[src/rtl/byte_mem_sequencer.sv]
// byte_mem_sequencer
//   Shares one byte-wide RAM between the instruction-fetch port and the
//   data (load/store) port. Each access is split into single-byte RAM
//   cycles in little-endian order. Load bytes are assembled, then sign- or
//   zero-extended. Each port gets a one-cycle ack when its access completes.
//
// Ports
//   clock, reset        rising-edge clock, synchronous active-high reset
//   if_req/if_addr      fetch request (held until if_ack), byte address
//   if_ack/if_rdata     completion pulse, fetched word (held until next ack)
//   d_req/d_op          data request (held until d_ack), i_type op code
//   d_addr/d_wdata      data byte address, store data (low N bytes used)
//   d_ack/d_rdata       completion pulse, extended load result
//   d_err               trap flag pulsed with d_ack (MEM_RANGE_TRAP_EN only)
//   mem_en/mem_we       RAM byte strobe, write enable (qualified by mem_en)
//   mem_addr/mem_wdata  RAM byte address, write byte
//   mem_rdata           RAM read byte, valid the cycle after a read strobe
//
// Build option
//   MEM_RANGE_TRAP_EN   when defined, misaligned halfword/word accesses and
//                       accesses that run past MEM_SIZE complete at once
//                       with d_err=1 and no RAM cycles.

// One byte lane of the load assembly buffer.
module byte_mem_lane (
    input  logic       clock,
    input  logic       reset,
    input  logic       ld,
    input  logic [7:0] din,
    output logic [7:0] q
);
    always_ff @(posedge clock) begin
        if (reset)   q <= '0;
        else if (ld) q <= din;
    end
endmodule

module byte_mem_sequencer #(
    parameter int unsigned MEM_SIZE = 131072,
    parameter int          ADDR_W   = 32
) (
    input  logic              clock,
    input  logic              reset,
    input  logic              if_req,
    input  logic [ADDR_W-1:0] if_addr,
    output logic              if_ack,
    output logic [31:0]       if_rdata,
    input  logic              d_req,
    input  logic [4:0]        d_op,
    input  logic [ADDR_W-1:0] d_addr,
    input  logic [31:0]       d_wdata,
    output logic              d_ack,
    output logic [31:0]       d_rdata,
`ifdef MEM_RANGE_TRAP_EN
    output logic              d_err,
`endif
    output logic              mem_en,
    output logic              mem_we,
    output logic [ADDR_W-1:0] mem_addr,
    output logic [7:0]        mem_wdata,
    input  logic [7:0]        mem_rdata
);
    localparam logic [4:0] OP_LB  = 5'd21;
    localparam logic [4:0] OP_LBU = 5'd22;
    localparam logic [4:0] OP_LH  = 5'd23;
    localparam logic [4:0] OP_LHU = 5'd24;
    localparam logic [4:0] OP_LW  = 5'd25;
    localparam logic [4:0] OP_SB  = 5'd26;
    localparam logic [4:0] OP_SH  = 5'd27;
    localparam logic [4:0] OP_SW  = 5'd28;

    typedef enum logic [1:0] {IDLE, ISSUE, DRAIN, DONE} state_t;

    // Latched copy of the granted request; requester inputs are free to
    // change once the grant has been taken.
    typedef struct packed {
        logic              fetch;
        logic [4:0]        op;
        logic [ADDR_W-1:0] addr;
        logic [31:0]       wdata;
        logic [2:0]        n;
        logic              store;
        logic              err;
    } req_t;

    state_t           state, state_nx;
    req_t             r;
    logic [2:0]       k;
    logic             last_fetch;
    logic             grant_d, grant_f;
    logic             d_is_mem, d_store, d_trap;
    logic [2:0]       d_n;
    logic [3:0]       lane_ld;
    logic [3:0][7:0]  lane_q;
    logic [3:0][7:0]  asm_word;

    // ---------------- request decode ----------------
    always_comb begin
        d_is_mem = (d_op >= OP_LB) && (d_op <= OP_SW);
        d_store  = (d_op >= OP_SB) && (d_op <= OP_SW);
        case (d_op)
            OP_LB, OP_LBU, OP_SB: d_n = 3'd1;
            OP_LH, OP_LHU, OP_SH: d_n = 3'd2;
            OP_LW, OP_SW:         d_n = 3'd4;
            default:              d_n = 3'd0;
        endcase
    end

`ifdef MEM_RANGE_TRAP_EN
    logic [ADDR_W:0] d_last;
    logic            d_misal;
    // One extra bit so an access near the top of the address space cannot
    // wrap back under the limit.
    assign d_last  = {1'b0, d_addr} + {{(ADDR_W-2){1'b0}}, d_n - 3'd1};
    assign d_misal = ((d_n == 3'd2) && d_addr[0]) ||
                     ((d_n == 3'd4) && (d_addr[1:0] != 2'b00));
    assign d_trap  = d_is_mem && (d_misal || (d_last >= (ADDR_W+1)'(MEM_SIZE)));
`else
    assign d_trap = 1'b0;
    // MEM_SIZE has no effect without the range trap.
    if (MEM_SIZE == 0) begin : g_no_range_check
    end
`endif

    // Round-robin: on a tie, the port not granted last wins. The reset value
    // of last_fetch gives the first tie to data.
    assign grant_d = (state == IDLE) && d_req && (!if_req || last_fetch);
    assign grant_f = (state == IDLE) && if_req && !grant_d;

    // ---------------- load assembly lanes ----------------
    // The read byte for index k arrives one cycle later. In ISSUE it goes
    // to lane k-1. The last byte is taken in DRAIN.
    for (genvar i = 0; i < 4; i++) begin : g_lane
        assign lane_ld[i] = ((state == ISSUE) && (k != 3'd0) && ((k - 3'd1) == 3'(i))) ||
                            ((state == DRAIN) && ((r.n - 3'd1) == 3'(i)));
        byte_mem_lane u_lane (
            .clock (clock),
            .reset (reset),
            .ld    (lane_ld[i]),
            .din   (mem_rdata),
            .q     (lane_q[i])
        );
        // Bypass so the byte arriving in DRAIN is included in the result
        // written on the same edge.
        assign asm_word[i] = lane_ld[i] ? mem_rdata : lane_q[i];
    end

    function automatic logic [31:0] extend(input logic [4:0] op, input logic [31:0] w);
        case (op)
            OP_LB:   extend = {{24{w[7]}}, w[7:0]};
            OP_LBU:  extend = {24'h0, w[7:0]};
            OP_LH:   extend = {{16{w[15]}}, w[15:0]};
            OP_LHU:  extend = {16'h0, w[15:0]};
            default: extend = w;
        endcase
    endfunction

    // ---------------- FSM state register ----------------
    always_ff @(posedge clock) begin
        if (reset) begin
            state      <= IDLE;
            r          <= '0;
            k          <= '0;
            last_fetch <= 1'b1;
            if_rdata   <= '0;
            d_rdata    <= '0;
        end else begin
            state <= state_nx;
            case (state)
                IDLE: begin
                    if (grant_d || grant_f) begin
                        r.fetch    <= grant_f;
                        r.op       <= grant_f ? 5'd0 : d_op;
                        r.addr     <= grant_f ? if_addr : d_addr;
                        r.wdata    <= grant_f ? 32'h0 : d_wdata;
                        r.n        <= grant_f ? 3'd4 : d_n;
                        r.store    <= grant_d && d_store;
                        r.err      <= grant_d && d_trap;
                        k          <= '0;
                        last_fetch <= grant_f;
                        // Non-memory or trapped data ops finish with zero.
                        if (grant_d && (state_nx == DONE)) d_rdata <= '0;
                    end
                end
                ISSUE: begin
                    k <= k + 3'd1;
                    // Only stores leave ISSUE straight for DONE.
                    if (state_nx == DONE) d_rdata <= '0;
                end
                DRAIN: begin
                    if (r.fetch) if_rdata <= asm_word;
                    else         d_rdata  <= extend(r.op, asm_word);
                end
                default: ;
            endcase
        end
    end

    // ---------------- next state and outputs ----------------
    always_comb begin
        state_nx  = state;
        mem_en    = 1'b0;
        mem_we    = 1'b0;
        mem_addr  = '0;
        mem_wdata = '0;
        if_ack    = 1'b0;
        d_ack     = 1'b0;
`ifdef MEM_RANGE_TRAP_EN
        d_err     = 1'b0;
`endif
        case (state)
            IDLE: begin
                if (grant_d)      state_nx = (!d_is_mem || d_trap) ? DONE : ISSUE;
                else if (grant_f) state_nx = ISSUE;
            end
            ISSUE: begin
                mem_en   = 1'b1;
                mem_addr = r.addr + ADDR_W'(k);
                if (r.store) begin
                    mem_we    = 1'b1;
                    mem_wdata = r.wdata[{k[1:0], 3'b000} +: 8];
                end
                if (k == (r.n - 3'd1)) state_nx = r.store ? DONE : DRAIN;
            end
            DRAIN: state_nx = DONE;
            DONE: begin
                if_ack   = r.fetch;
                d_ack    = !r.fetch;
`ifdef MEM_RANGE_TRAP_EN
                d_err    = !r.fetch && r.err;
`endif
                state_nx = IDLE;
            end
            default: state_nx = IDLE;
        endcase
    end
endmodule

[config.mk]
export PLATFORM = sky130hd
export DESIGN_NAME = byte_mem_sequencer
export DESIGN_NICKNAME = d
export VERILOG_FILES = /design/src/rtl/byte_mem_sequencer.sv
export SDC_FILE = /design/constraint.sdc
export NUM_CORES = 1
export LEC_CHECK = 0
export ABC_AREA = 1
export CORE_ASPECT_RATIO = 1.5
export CORE_MARGIN = 2
export CORE_UTILIZATION = 25
export CTS_CLUSTER_DIAMETER = 60
export DETAILED_ROUTE_END_ITERATION = 10
export PLACE_DENSITY = 0.53
export SYNTH_ARGS = -nofsm -noshare
export SYNTH_HDL_FRONTEND = slang
export SYNTH_SLANG_ARGS = --single-unit
[constraint.sdc]
create_clock -name clock -period 3.04 [get_ports clock]
set_clock_uncertainty 0.1 [all_clocks]
set_input_delay 0.304 -clock clock [delete_from_list [all_inputs] [get_ports clock]]
set_output_delay 0.304 -clock clock [all_outputs]
set_load 0.005 [all_outputs]
==> Yosys cells after proc, flatten, opt, wreduce, memory -nomap -nowiden <==
Memory sizes are Yosys's and may differ from the RTL's.
Index checks and enable logic that the tools add are counted.
{ "word_totals": {"romBits": 96, "output_inout_bits": 108, "in_bits": 113, "reg_bits": 176, "word_cells": 109, "memories": 1} }
{ "mem_list": {"columns": ["memory", "words", "word_bits", "read_ports", "rd_clocked_by_memory_dff", "wr", "line_no", "text"], "rows": [
  ["(no name shown)", 32, 3, 1, 0, 0, "101", "case (d_op)"]
]} }
{ "op_classes": {"shifts": 1, "n_eq_ne": 19, "reduce_logical": 36, "muxes": 30, "magnitude_cmp": 3, "addsub": 4} }
{ "op_table": {"columns": ["op", "count"], "rows": [
  ["32-bit two-way mux", 7],
  ["32-bit case mux with 4 select lines", 1],
  ["32-bit case mux with 3 select lines", 1],
  ["8-bit two-way mux", 6],
  ["32-bit by 3-bit adder with 32-bit output", 1],
  ["32-bit by 6-bit indexed part select with 8-bit output", 1],
  ["5-bit == test, second input constant", 4],
  ["1-bit logical AND", 17],
  ["3-bit by 2-bit == test with 1-bit output, second input constant", 4],
  ["5-bit greater-or-equal comparator, second input constant", 2],
  ["2-bit two-way mux", 4],
  ["2-bit case mux with 4 select lines", 1],
  ["2-bit == test, second input constant", 3],
  ["3-bit by 1-bit == test with 1-bit output, second input constant", 2],
  ["3-bit zero test", 2],
  ["1-bit logical OR", 6],
  ["1-bit two-way mux", 6],
  ["3-bit two-way mux", 2],
  ["2-bit by 1-bit inequality test with 1-bit output, second input constant", 3],
  ["3-bit case mux with 2 select lines", 1],
  ["2-bit AND reduction", 3],
  ["3-bit nonzero test", 2],
  ["3-bit by 1-bit subtractor with 3-bit output, second input constant", 2],
  ["5-bit <= comparator, second input constant", 1],
  ["other kinds (9)", 11]
]} }

==> Depth between registers and ports, before layout <==
Gate-level depths: netlist (run 1).
{ "depth": {"depth_word": 13, "ltp_mapped": 15, "mapped_depth_nobuf": 13} }

==> Cells and area by module <==
Synthesis (run 1) repeated with hierarchy kept, for this count alone.
{ "hier_totals": {"cells_unflattened": 1497, "hier_area_um2": 9740.6} }
{ "by_module_without_submodules": {"columns": ["mod", "cells_each", "area_per_inst_um2", "instances"], "rows": [
  ["byte_mem_sequencer", 1293, 8374.3, 1],
  ["byte_mem_lane", 51, 341.6, 4]
]} }

==> Least setup slack after synthesis (run 1) <==
Ideal clock, no wire load.
{ "synth_path": {"path_kind": "register to register", "from": "register k[0]", "to": "register d_rdata[21]", "period_less_slack_ns": 2.288, "setup_time_ns": 0.123, "path_stages_with_launch": 13, "t_required_ns": 2.817, "path_slack_ns": 0.752, "t_arrival_ns": 2.065, "path_buffers": 2, "cell_sequence": "dfxtp_1 -> inv_1 -> clkbuf_1 -> ha_1 -> o21ai_2 -> nand3_4 -> nand2_4 -> nand2_1 -> nand3_4 -> nand3_4 -> buf_12 -> nand2_2 -> a21oi_2"} }
{ "synth_between": {"elab_chain_cells": 8} }
{ "synth_lines": {"columns": ["element", "line_no", "text"], "rows": [
  ["start: declaration", "88", "logic [2:0] k;"],
  ["start signal: assignment", "186", "k <= k + 3'd1;"],
  ["3-bit by 1-bit subtractor with 3-bit output or 3-bit nonzero test (tied branches)", "134", "assign lane_ld[i] = ((state == ISSUE) && (k != 3'd0) && ((k - 3'd1) == 3'(i))) ||"],
  ["3-bit by 2-bit == test with 1-bit output, or another cell as far along", "134", null],
  ["1-bit logical AND", "134", null],
  ["1-bit logical OR", "134", null],
  ["8-bit two-way mux (on tied branches)", null, null],
  ["32-bit case mux with 4 select lines", "149", "case (op)"],
  ["32-bit two-way mux", "191", "if (r.fetch) if_rdata <= asm_word;"],
  ["32-bit case mux with 3 select lines", "169", "case (state)"],
  ["end signal: assignment", "192", "else d_rdata <= extend(r.op, asm_word);"],
  ["end: declaration", "53", "output logic [31:0] d_rdata,"]
]} }
Parallel ways exist; a longest one is shown, timed or not. The select of a mux whose other input is x is not followed.
A chain may end at the register's enable or synchronous reset.

==> Final worst setup path (run 1) <==
{ "layout_path": {"from": "register r[37] (netlist bit)", "to": "output port mem_addr[24]"} }
{ "layout_between": {"elab_chain_cells": 2} }
{ "layout_lines": {"columns": ["element", "line_no", "text"], "rows": [
  ["start: declaration", "87", "req_t r;"],
  ["32-bit by 3-bit adder with 32-bit output", "218", "mem_addr = r.addr + ADDR_W'(k);"],
  ["32-bit two-way mux", "211", "case (state)"],
  ["end: declaration", "59", "output logic [ADDR_W-1:0] mem_addr,"]
]} }
No other way between the ends.

==> impl_metrics.py, run 1 <==
metrics = {
    "outcome": {
        "status": "finished, final reports clean",
    },
    "yosys": {
        "synthSimpleGateAreaFrac": 0.322,
        "synth_compound_area_frac": 0.145,
        "synth_top_cell_by_area": "dfxtp_1",
        "synth_warnings": 0,
        "postSynthAreaPerCell_um2": 6.79,
        "netlist_area_um2": 9240,
        "synth_cell_types": 40,
        "yosys-top-cells-area": "dfxtp_1, nand2_1, inv_1",
        "synth_top_family_by_area": "simple AND/OR/NAND/NOR gates",
        "synth_mux_area_frac": 0,
        "synth_fa_ha_area_frac": 0.0265,
        "yosys.area_share.xor_xnor": 0.0152,
        "netlist_instances": 1361,
        "synth_fp_nets": 1493,
        "synth-seq-cells": 176,
        "synth_top_area_share": 0.381,
        "yosysSeqAreaShare": 0.381,
    },
    "sta": {
        "final_hold_viol_count": 0,
        "min_period_ns": 2.90,
        "fin_ws_ns": 0.143,
        "tightest_slew_ns": 0.862,
        "slew_violations": 0,
        "hold-worst-slack_ns": 0.255,
        "relSlewSlack": 0.425,
        "rsz0062_at_grt": "yes",
        "finalSetupViolCount": 0,
        "fmax_mhz": 345,
        "timing.final.crit_share": 0.953,
    },
    "detailed_routing": {
        "drt-initial-drc-count": 598,
        "firstDrtPassIters": 5,
        "num_vias": 9171,
        "drc": 0,
        "wl_per_cell_um": 15.2,
        "avgViaCountPerCell": 4.44,
        "drt-total-wl_mm": 31.4,
        "ant_nets": 0,
    },
    "pwr": {
        "irDropWorstVdd_v": 0.000363,
        "power_density_nw_per_um2": 474,
        "p_leak_nw": 5.60,
    },
    "die": {
        "die_width_um": 161,
        "initial_core_util": 0.253,
        "top_level_ports": 221,
        "die_h_um": 239,
        "coreArea_um2": 36600,
        "die_area_um2": 38600,
        "row_count": 86,
    },
    "finish": {
        "mostFrequentLayoutCells": "nand2_1, clkdlybuf4s50_1, dfxtp_1",
        "area_growth_pct": 37.5,
        "instances_no_fill": 2065,
        "layout.cells.most_common": "nand2_1",
        "drive_gt1_frac": 0.0918,
        "num-nets-final": 1699,
        "fin_util": 0.347,
        "postLayoutCellArea_um2": 12700,
    },
    "min_path": {
        "hp-start": "reset",
        "hp-class": "in -> reg",
    },
    "worst_setup_path": {
        "crit_arrival_ns": 2.49,
        "worstPathRequired_ns": 2.64,
        "critPathLaunchType": "flop",
        "critPathMaxFanout": 3,
        "critPathMaxStageDelay_ns": 0.51,
        "cp-startpoint": "r[37]",
        "critPathSlowestCell": "clkdlybuf4s50_1",
        "path_cells": "ha_2 > fa_2 > nand2_1 > a21oi_2 > nand2_2 > inv_1 > nand4_1 > xor2_1 > nor2_1 > clkdlybuf4s50_1",
        "reg2reg_from": "k[0]",
        "crit_type": "reg -> out",
        "worst_setup_path_end_kind": "output pin",
    },
    "placement": {
        "place_ws_ns": 0.247,
        "hpwl_mm": 23.5,
        "io_buffer_count": 220,
        "place_congestion": 0.876,
        "place_inst": 2022,
        "placed_cell_area_um2": 11900,
    },
    "run": {
        "cap_violations": 0,
    },
    "global_route": {
        "grt_pass1_vias": 8789,
        "grt_pass1_wl_mm": 48.7,
        "grt_max_degree": 80,
        "antenna_found_initial": 2,
        "grtUsageTotal": 0.162,
        "grt-ovfl-total": 0,
    },
    "cts": {
        "cts_root_buf": "clkbuf_16",
        "cts_buffer_depth": 2,
        "clk_pin_slew_worst_paths_ns": 0.07,
        "htreeDepth": 4,
        "clk-insertion-delay-late_ns": 0.44,
        "ctsHoldBuffers": 0,
        "clock-sinks": 176,
        "cts_tree": "done",
        "cts_buffers": 17,
    },
}
[per-layer routing]
metal,part of all wire,wire (µm),global-route usage,vias up
met4,0.027,855,0.0595,0
met1,0.43,13300,0.191,4104
met3,0.048,1510,0.0376,43
li1,-,-,-,4788
met2,0.50,15700,0.287,236
met5,0,0,0,-
[Yosys cell counts]
cell      instances
nor3b_1           2
nor2_4            2
nand3_2           5
a211oi_1          3
nand2_2          11
buf_12            1
buf_4             2
a21oi_2          10
inv_2             9
nand3_1         112
buf_1             5
o31ai_1           2
nand3_4           4
a21oi_1          96
nand4_1          11
o21a_1            5
nor2_8            2
o21ai_2           1
clkbuf_1         36
nand3b_1         10
o21ai_0          38
buf_2            18
nor2_1          132
buf_6             3
inv_1           172
nand2_1         353
nand2_4           5
nand3b_2          1
clkinv_1          7
fa_1              1
o211ai_1         59
ha_1             18
and2_1            1
a31oi_1           2
xor2_1           12
xnor2_1           4
dfxtp_1         176
nor2_2            2
o21ai_1           9
nor3_1           19
[final timing paths]
check / cells after the start / end / slack (ns)
setup reg to reg: 11 / d_rdata[16] / 0.45
hold / removal: 4 / r[4] / 0.25
hold reg to reg: 2 / r[18] / 0.36
setup / recovery: 10 / mem_addr[24] / 0.14
[final cells by class]
class | instances | area [µm²]
Clock inverter | 7 | 76.3
Tap cell | 484 | 606
Antenna cell | 2 | 5.00
Multi-Input combinational cell | 932 | 4820
Timing Repair Buffer | 252 | 2490
Fill cell | 3951 | 23900
Inverter | 188 | 706
Clock buffer | 24 | 482
Sequential cell | 176 | 3530
[sequential cells by signal, indices dropped and copies added (netlist names)]
name and count:
r 74, state 2, last_fetch 1, d_rdata 32
if_rdata 32, g_lane.u_lane.q 32, k 3
[worst max-delay path, delay by kind of cell, from the launching register on]
| kind | cells | cell delay, ns |
|---|---|---|
| AND/OR/NAND/NOR | 4 | 0.35 |
| adder cells (fa/ha/maj) | 2 | 0.40 |
| AO/OA/AOI/OAI | 1 | 0.16 |
| flip-flops | 1 | 0.33 |
| XOR/XNOR | 1 | 0.17 |
| buffers and inverters | 2 | 0.64 |
[repair_timing]
item | 4_1_cts | 5_1_grt
pin swaps | 4 | 8
gates cloned | 0 | 0
setup buffers | 8 | 2
setup endpoints to repair | 18 | 23
resized for setup | 22 | 35
[logic make-up (layout without fill, tap and decap cells)]
group | count (synthesis) | count (layout)
buffers and inverters | 253 | 471
xor gates and xnor gates | 16 | 16
adders and majority gates | 19 | 19
and+or+nand+nor | 672 | 672
DFF | 176 | 176
other | 0 | 2
AOI/OAI and AO/OA | 225 | 225
[stage by stage]
step / setup TNS, ns / power, W
6_report: 0 / 0.00603
5_1_grt: -0.0233 / 0.00636
2_1_floorplan: 0 / 0.00331
3_5_place_dp: 0 / 0.00392
3_3_place_gp: 0 / 0.00391
4_1_cts: -0.0129 / 0.00610
[power by group]
part	leakage, nW	switching [W]	internal, W	total (W)
Sequential	1.44	0.000144	0.00247	0.00262
Combinational	3.89	0.000697	0.000557	0.00125
Clock	0.268	0.000965	0.00120	0.00216
Power figures use the tool's default switching activity.
==> inputs of run 2 (changes only) <==
- PLACE_DENSITY: 0.53 -> 0.55
- clock period: 3.04 -> 2.5 ns (I/O delays scaled with it)
==> impl_metrics.py, run 2 (same netlist as run 1, synthesis figures left out) <==
metrics = {
    "outcome": {
        "status": "complete, but fails checks",
        "failed_checks": "negative setup slack",
    },
    "sta": {
        "finalSetupViolCount": 20,
        "relSlewSlack": 0.444,
        "hold-worst-slack_ns": 0.140,
        "timing.final.crit_share": 1.05,
        "final_hold_viol_count": 0,
        "fin_ws_ns": -0.134,
        "tightest_slew_ns": 0.834,
        "slew_violations": 0,
        "min_period_ns": 2.63,
        "fmax_mhz": 380,
        "rsz0062_at_grt": "yes",
    },
    "detailed_routing": {
        "drt-total-wl_mm": 32.1,
        "drc": 0,
        "firstDrtPassIters": 4,
        "avgViaCountPerCell": 4.43,
        "ant_nets": 0,
        "wl_per_cell_um": 15.0,
        "drt-initial-drc-count": 470,
        "num_vias": 9456,
    },
    "global_route": {
        "grt-ovfl-total": 0,
        "antenna_found_initial": 0,
        "grt_pass1_wl_mm": 50.4,
        "grt_max_degree": 82,
        "grtUsageTotal": 0.166,
        "grt_pass1_vias": 9435,
    },
    "finish": {
        "area_growth_pct": 47.4,
        "fin_util": 0.372,
        "postLayoutCellArea_um2": 13600,
        "num-nets-final": 1771,
        "largest_register": "r",
        "largest_register_ffs": 74,
        "antenna-diode-count": 0,
        "instances_no_fill": 2136,
        "layout.cells.most_common": "nand2_1",
        "mostFrequentLayoutCells": "nand2_1, clkdlybuf4s50_1, inv_1",
        "drive_gt1_frac": 0.172,
    },
    "die": {
        "die_area_um2": 38600,
        "initial_core_util": 0.253,
        "die_width_um": 161,
        "die_h_um": 239,
        "top_level_ports": 221,
        "coreArea_um2": 36600,
        "row_count": 86,
    },
    "worst_setup_path": {
        "cp-startpoint": "k[0]",
        "reg2regPathDepth": 12,
        "critPathLaunchType": "flop",
        "crit_type": "reg -> out",
        "rr_endpoint": "d_rdata[17]",
        "worstPathRequired_ns": 2.15,
        "r2r_slack_ns": 0.17,
        "reg2reg_from": "k[0]",
        "critPathMaxFanout": 3,
        "worst_setup_path_end_kind": "output pin",
        "crit_arrival_ns": 2.28,
        "crit_end": "mem_addr[16]",
    },
    "placement": {
        "hpwl_mm": 23.8,
        "place_congestion": 0.863,
        "place_inst": 2075,
        "placed_cell_area_um2": 12400,
        "io_buffer_count": 220,
    },
    "cts": {
        "cts_tree": "done",
        "clk_pin_slew_worst_paths_ns": 0.07,
        "htreeDepth": 4,
        "ctsHoldBuffers": 0,
        "cts_buffers": 17,
        "cts_buffer_depth": 2,
        "clock-sinks": 176,
        "clk-insertion-delay-late_ns": 0.44,
        "cts_root_buf": "clkbuf_16",
    },
    "pwr": {
        "power_density_nw_per_um2": 576,
        "irDropWorstVdd_v": 0.000466,
        "p_leak_nw": 6.10,
    },
    "min_path": {
        "hp-start": "reset",
        "hp-class": "in -> reg",
    },
    "run": {
        "cap_violations": 0,
    },
}
run 2: cell count changes in the layout (fill, tap and decap cells not counted), moves of 7 or more:
cell | before | now
buf_4 | 27 | 71
buf_2 | 1 | 23
buf_6 | 1 | 21
clkdlybuf4s50_1 | 202 | 186
dfxtp_1 | 173 | 162
dfxtp_2 | 3 | 13
buf_12 | 3 | 11
nand2_1 | 347 | 340
run 2: metrics by stage:
stage                     setup TNS, ns  total power [W]  setup WS (ns)
after global placement            -1.31          0.00485         -0.210
after global routing              -4.17          0.00826         -0.260
final                             -1.36          0.00785         -0.134
after CTS                         -2.34          0.00792         -0.234
after floorplan                       0          0.00403          0.212
after detailed placement          -1.97          0.00486         -0.281
run 2: layout make-up:
| class | count | area (µm²) |
|---|---|---|
| clock buffer | 20 | 467 |
| clock inverter | 12 | 195 |
| inverter | 188 | 713 |
| tap | 484 | 606 |
| multi-input combinational | 932 | 5020 |
| sequential | 176 | 3540 |
| timing repair buffer | 324 | 3080 |
| fill | 3955 | 23000 |
run 2: worst min path at each step:
stage                        to  slack [ns]  depth (start not counted)
after floorplan           r[11]        0.28                          2
after global placement    r[20]        0.35                          2
after detailed placement  r[36]        0.35                          2
after CTS                  r[4]        0.12                          4
after global routing       k[0]        0.17                          4
final                      r[4]        0.14                          4
run 2: what timing repair did:
action	CTS	global route
setup buffers	22	12
cloned	0	0
resized for setup	172	53
endpoints found under the setup margin	40	65
pin swaps	34	34
run 2: where the power goes:
group | switching (W) | total (W) | internal, W | leakage (nW)
sequential | 0.000168 | 0.00318 | 0.00301 | 1.44
clock | 0.00122 | 0.00300 | 0.00178 | 0.319
combinational | 0.000903 | 0.00167 | 0.000765 | 4.34
run 2: layer usage:
layer  vias to the layer above  routed length, µm  GRT usage
li1                       4922                  -          -
met1                      4288              13400      0.186
met2                       200              16600      0.309
met3                        46               1270     0.0308
met4                         0                871     0.0603
met5                         -                  0          0
run 2: worst max-delay path, cell delays in order, from the launching register on:
cell     delay (ns)
dfxtp_2        0.36
ha_4           0.14
fa_2           0.21
nand2_2        0.07
a21oi_4        0.17
nand2_2        0.11
nor2_4         0.17
buf_6          0.13
nand2_4        0.06
buf_6          0.12
nor3_2         0.10
nor3_1         0.07
buf_2          0.13
